$ cat src/rtl/mem_port_arbiter.sv
`default_nettype none
// ============================================================================
// mem_port_arbiter : shares one memory port between IF (fetch) and MEM (data)
//                    stages; optional fetch starvation guard via the
//                    MEM_ARB_STARVE_GUARD_EN macro.
// Revision         : 1.0
// ============================================================================

module mem_port_arbiter #(
  parameter int ADDR_W       = 32,
  parameter int DATA_W       = 32,
  parameter int STARVE_LIMIT = 4
) (
  input  logic              clk,
  input  logic              rst_n,
  input  logic              if_req,
  input  logic [ADDR_W-1:0] if_addr,
  output logic [DATA_W-1:0] if_rdata,
  output logic              if_ack,
  input  logic              d_req,
  input  logic              d_we,
  input  logic [ADDR_W-1:0] d_addr,
  input  logic [DATA_W-1:0] d_wdata,
  output logic [DATA_W-1:0] d_rdata,
  output logic              d_ack,
  output logic              mem_req,
  output logic              mem_we,
  output logic [ADDR_W-1:0] mem_addr,
  output logic [DATA_W-1:0] mem_wdata,
  input  logic [DATA_W-1:0] mem_rdata,
  input  logic              mem_ack,
  output logic              owner,
  output logic              busy
);

  typedef enum logic [1:0] {
    S_IDLE = 2'd0,
    S_BUSY = 2'd1,
    S_DONE = 2'd2
  } state_t;

  state_t              state_q,     state_d;
  logic                mem_req_q,   mem_req_d;
  logic                mem_we_q,    mem_we_d;
  logic [ADDR_W-1:0]   mem_addr_q,  mem_addr_d;
  logic [DATA_W-1:0]   mem_wdata_q, mem_wdata_d;
  logic                owner_q,     owner_d;
  logic                busy_q,      busy_d;
  logic                if_ack_q,    if_ack_d;
  logic                d_ack_q,     d_ack_d;
  logic [DATA_W-1:0]   if_rdata_q,  if_rdata_d;
  logic [DATA_W-1:0]   d_rdata_q,   d_rdata_d;

  logic                w_force_fetch;
  logic                w_grant_data;
  logic                w_grant_fetch;

  // Data wins by default: it belongs to the older instruction in the pipe.
  assign w_grant_data  = d_req && !w_force_fetch;
  assign w_grant_fetch = if_req && !w_grant_data;

`ifdef MEM_ARB_STARVE_GUARD_EN
  localparam int            CW      = $clog2(STARVE_LIMIT + 1);
  localparam logic [CW-1:0] C_LIMIT = CW'(STARVE_LIMIT);

  logic [CW-1:0] starve_q, starve_d;

  assign w_force_fetch = if_req && (starve_q == C_LIMIT);

  always_ff @(posedge clk or negedge rst_n) begin
    if (!rst_n) begin
      starve_q <= '0;
    end else begin
      starve_q <= starve_d;
    end
  end

  // Counts data grants taken while a fetch is waiting; any fetch grant or a
  // quiet fetch side in IDLE restarts the count.
  always_comb begin
    starve_d = starve_q;
    if (state_q == S_IDLE) begin
      if (!if_req || w_grant_fetch) begin
        starve_d = '0;
      end else if (w_grant_data) begin
        starve_d = starve_q + CW'(1);
      end
    end
  end
`else
  logic w_unused_limit;

  assign w_force_fetch  = 1'b0;
  assign w_unused_limit = (STARVE_LIMIT != 0);
`endif

  always_ff @(posedge clk or negedge rst_n) begin
    if (!rst_n) begin
      state_q     <= S_IDLE;
      mem_req_q   <= 1'b0;
      mem_we_q    <= 1'b0;
      mem_addr_q  <= '0;
      mem_wdata_q <= '0;
      owner_q     <= 1'b0;
      busy_q      <= 1'b0;
      if_ack_q    <= 1'b0;
      d_ack_q     <= 1'b0;
      if_rdata_q  <= '0;
      d_rdata_q   <= '0;
    end else begin
      state_q     <= state_d;
      mem_req_q   <= mem_req_d;
      mem_we_q    <= mem_we_d;
      mem_addr_q  <= mem_addr_d;
      mem_wdata_q <= mem_wdata_d;
      owner_q     <= owner_d;
      busy_q      <= busy_d;
      if_ack_q    <= if_ack_d;
      d_ack_q     <= d_ack_d;
      if_rdata_q  <= if_rdata_d;
      d_rdata_q   <= d_rdata_d;
    end
  end

  always_comb begin
    state_d     = state_q;
    mem_req_d   = mem_req_q;
    mem_we_d    = mem_we_q;
    mem_addr_d  = mem_addr_q;
    mem_wdata_d = mem_wdata_q;
    owner_d     = owner_q;
    busy_d      = busy_q;
    if_ack_d    = if_ack_q;
    d_ack_d     = d_ack_q;
    if_rdata_d  = if_rdata_q;
    d_rdata_d   = d_rdata_q;

    case (state_q)
      S_IDLE: begin
        if (w_grant_data || w_grant_fetch) begin
          state_d     = S_BUSY;
          mem_req_d   = 1'b1;
          busy_d      = 1'b1;
          owner_d     = w_grant_data;
          mem_addr_d  = w_grant_data ? d_addr : if_addr;
          mem_we_d    = w_grant_data && d_we;
          mem_wdata_d = w_grant_data ? d_wdata : '0;
        end
      end

      S_BUSY: begin
        if (mem_ack) begin
          state_d   = S_DONE;
          mem_req_d = 1'b0;
          if (owner_q) begin
            d_ack_d = 1'b1;
            if (!mem_we_q) begin
              d_rdata_d = mem_rdata;
            end
          end else begin
            if_ack_d   = 1'b1;
            if_rdata_d = mem_rdata;
          end
        end
      end

      // The ack pulse lives only here, so the following IDLE cycle never
      // re-arbitrates a request in the same cycle it is being acked.
      S_DONE: begin
        state_d  = S_IDLE;
        busy_d   = 1'b0;
        if_ack_d = 1'b0;
        d_ack_d  = 1'b0;
      end

      default: begin
        state_d = S_IDLE;
      end
    endcase
  end

  assign mem_req   = mem_req_q;
  assign mem_we    = mem_we_q;
  assign mem_addr  = mem_addr_q;
  assign mem_wdata = mem_wdata_q;
  assign owner     = owner_q;
  assign busy      = busy_q;
  assign if_ack    = if_ack_q;
  assign d_ack     = d_ack_q;
  assign if_rdata  = if_rdata_q;
  assign d_rdata   = d_rdata_q;

endmodule

`default_nettype wire
$ cat config.mk
export PLATFORM = sky130hd
export DESIGN_NAME = mem_port_arbiter
export DESIGN_NICKNAME = d
export VERILOG_FILES = /design/src/rtl/mem_port_arbiter.sv
export SDC_FILE = /design/constraint.sdc
export NUM_CORES = 1
export LEC_CHECK = 0
export ABC_AREA = 1
export BUFFER_PORTS_ARGS = -buffer_cell sky130_fd_sc_hd__buf_2
export CORE_UTILIZATION = 47
export DETAILED_ROUTE_END_ITERATION = 7
export HOLD_SLACK_MARGIN = 0.12
export MAX_ROUTING_LAYER = met4
export PLACE_DENSITY = 0.8
export SYNTH_ARGS = -nofsm -noshare
export SYNTH_HDL_FRONTEND = slang
export SYNTH_SLANG_ARGS = --single-unit
$ cat constraint.sdc
create_clock -name clk -period 1.7 [get_ports clk]
set_clock_uncertainty 0.2 [all_clocks]
set_input_delay 0.255 -clock clk [delete_from_list [all_inputs] [get_ports clk]]
set_output_delay 0.255 -clock clk [all_outputs]
set_load 0.005 [all_outputs]
==> flow_summary.yaml <==
critical_path:
  cp-end-kind: "flop"
  critPathLaunchType: "input pin"
  cpMostUsedCell: "nand2_1"
  setup.worst_path.class: "in2reg"
  crit_path_cell_trace: "dlygate4sd3_1 > buf_2 > nand2_1 > o21ai_1 > dlygate4sd3_1 > nand2_1 > nand2_1"
  worstPathArrival_ns: 1.81
  cpPeakStageDelay_ns: 0.59
  cp_slowest_cell: "dlygate4sd3_1"
  crit_fanout: 1
  cp.required_ns: 1.81
synthesis:
  synth_top_cell_by_area: "dfrtp_1"
  yosys-top-cells-area: "dfrtp_1, nand2_1, o21ai_0"
  synth_nets: 858
  synth.top_cell.area_share_pct: 56.4
  synth_area_um2: 6040
  synth-seq-area-share_pct: 56.4
  syn_inst: 724
  synth_cell_types: 18
  yosysWarnings: 0
  syn_avg_cell_area_um2: 8.34
  ys_ff_latch: 136
power_and_ir_drop:
  ir_drop_mv: 0.880
  cellPowerDensity_nw_per_um2: 1630
  finalPower_w: 0.0153
  p_leak_nw: 5.23
floorplanning:
  dieArea_um2: 13300
  rows: 41
  start_util_pct: 48.0
  fp.dieH_um: 115
  die_w_um: 115
  coreArea_um2: 12600
  num_io_pins: 268
layout:
  syn_to_final_growth_pct: 56.1
  final_net_count: 1246
  diodes: 0
  drive_gt1_share_pct: 28.6
sta:
  setup_viol: 0
  slew_violations: 0
  worst_pin_slew_ns: 0.386
  setup_tns_ns: 0
  max_freq_ghz: 0.589
  fin_crit_sh_pct: 99.8
  layout_min_cycle_time_ns: 1.70
  hold_viol_final: 0
  timing.slew.headroom_pct: 74.3
clocking:
  insertion_delay_ns: 0.42
  cts_buffers: 17
  clockRootBuffer: "clkbuf_16"
  htree_levels: 4
  clock-sinks: 136
  clockBufferDepth: 2
  post_cts_buffers: 0
  cts_tree: "yes"
  clkTransAtPathRegs_ns: 0.06
global_routing:
  grt_pass1_vias: 6719
  grt_max_degree: 81
  track_usage_pct: 34.0
  antenna_found_initial: 0
  gr-total-overflow: 0
  grt_pass1_wl_um: 33000
routing:
  via_per_inst: 5.19
  ant_nets: 0
  drcViolationCount: 0
  drt_iter0_markers: 758
  routed_wl_um: 21500
  wl_per_cell_um: 16.6
  drt_first_pass_iters: 5
  routed-via-count: 6722
place:
  gp_congestion: 0.836
  port_buffers: 267
  dpl.hpwl_um: 11400
worst_hold_path:
  hold_path_class: "in2reg"
run_status:
  status: "finished clean"
job:
  cap_violations: 0
-- layout make-up --
cell class,instances,area (um2)
Multi-Input combinational cell,473,2080
Tap cell,172,215
Inverter,72,270
Sequential cell,136,3400
Fill cell,789,3140
Clock inverter,8,95.1
Timing Repair Buffer,412,2870
Clock buffer,23,488
-- sequential cells by signal, summed over array words and instances, names as in the netlist --
| name | count |
|---|---|
| owner | 1 |
| state_q | 2 |
| if_rdata | 32 |
| d_rdata | 32 |
| mem_wdata | 32 |
| mem_addr | 32 |
| d_ack | 1 |
| if_ack | 1 |
| mem_we | 1 |
| busy | 1 |
| mem_req | 1 |
-- metrics by stage --
step	hold WS [ns]	instance area (um2)	utilization [%]	setup WS (ns)	instances
2_1_floorplan	-0.241	6040	-	0.348	724
3_3_place_gp	-0.0627	7550	60.0	0.192	1136
3_5_place_dp	-0.0610	7550	60.0	0.0891	1136
4_1_cts	0.181	9470	75.4	0.0536	1301
5_1_grt	0.0619	9430	75.0	-0.00679	1296
6_report	0.0240	9430	75.0	0.00271	1296
-- synthesized netlist by cell type, drive strengths merged --
cell type  number
clkbuf          9
buf            34
o21ai          72
dfrtp         136
nand3          33
nand2         329
o21bai         32
nor2            7
inv            72
-- report_power, final --
group / switching [W] / leakage (nW) / total (W) / internal, W
clock network: 0.00134 / 0.285 / 0.00363 / 0.00229
logic: 0.00338 / 3.25 / 0.00595 / 0.00257
registers: 0.000962 / 1.70 / 0.00577 / 0.00481
total: 0.00568 / 5.23 / 0.0153 / 0.00967
-- placed cells by master, fill, tap and decap left out, types with 4 or more instances in the layout --
cell type	instances
dlygate4sd3_1	129
o21ai_1	5
nand3_1	32
buf_12	9
clkinv_2	4
clkbuf_8	4
clkbuf_16	17
o21ai_0	66
o21bai_1	32
dfrtp_1	136
inv_1	70
nand2_1	328
buf_2	266
buf_4	6
-- routing by layer --
metal | global-route usage [%] | vias to the layer above | routed length (um) | part of all wire (%)
met5 | - | - | 0 | 0
met4 | 21.1 | 0 | 1110 | 5.2
met3 | 8.01 | 97 | 1870 | 8.7
met2 | 54.7 | 499 | 10500 | 49
met1 | 38.2 | 3129 | 8010 | 37
li1 | - | 2997 | - | -
-- critical path, delay by kind of cell --
family                 cells  cell delay, ns
AOI/OAI and AO/OA          1            0.11
buffers and inverters      3            1.26
and+or+nand+nor            3            0.18
-- kinds of logic (layout without fill, tap and decap cells) --
| group | Yosys count | after routing | share of synthesized area [%] |
|---|---|---|---|
| and+or+nand+nor | 369 | 369 | 24.4 |
| DFF | 136 | 136 | 56.4 |
| buffers and inverters | 115 | 515 | 9.24 |
| AOI/OAI and AO/OA | 104 | 104 | 10.0 |
-- final timing paths --
path / from / to / slack, ns / cells past startpoint
worst max-delay path: d_addr[27] / mem_addr[27]$_DFFE_PN0P_ / 0.003 / 7
worst min-delay path: if_addr[14] / mem_addr[14]$_DFFE_PN0P_ / 0.02 / 5
worst max register to register: state_q[0]$_DFFE_PN0P_ / mem_wdata[11]$_DFFE_PN0P_ / 0.08 / 5
worst min register to register: if_rdata[28]$_DFFE_PN0P_ / if_rdata[28]$_DFFE_PN0P_ / 0.26 / 2
max in group asynchronous: rst_n / mem_addr[8]$_DFFE_PN0P_ / 0.12 / 4
min in group asynchronous: rst_n / d_rdata[0]$_DFFE_PN0P_ / 0.62 / 3
-- timing repair --
action,in CTS,in global routing
hold buffers,134,9
endpoints found under the setup margin,0,25
resized for setup,0,6
endpoints found under the hold margin,270,9
Power figures use the tool's default switching activity.
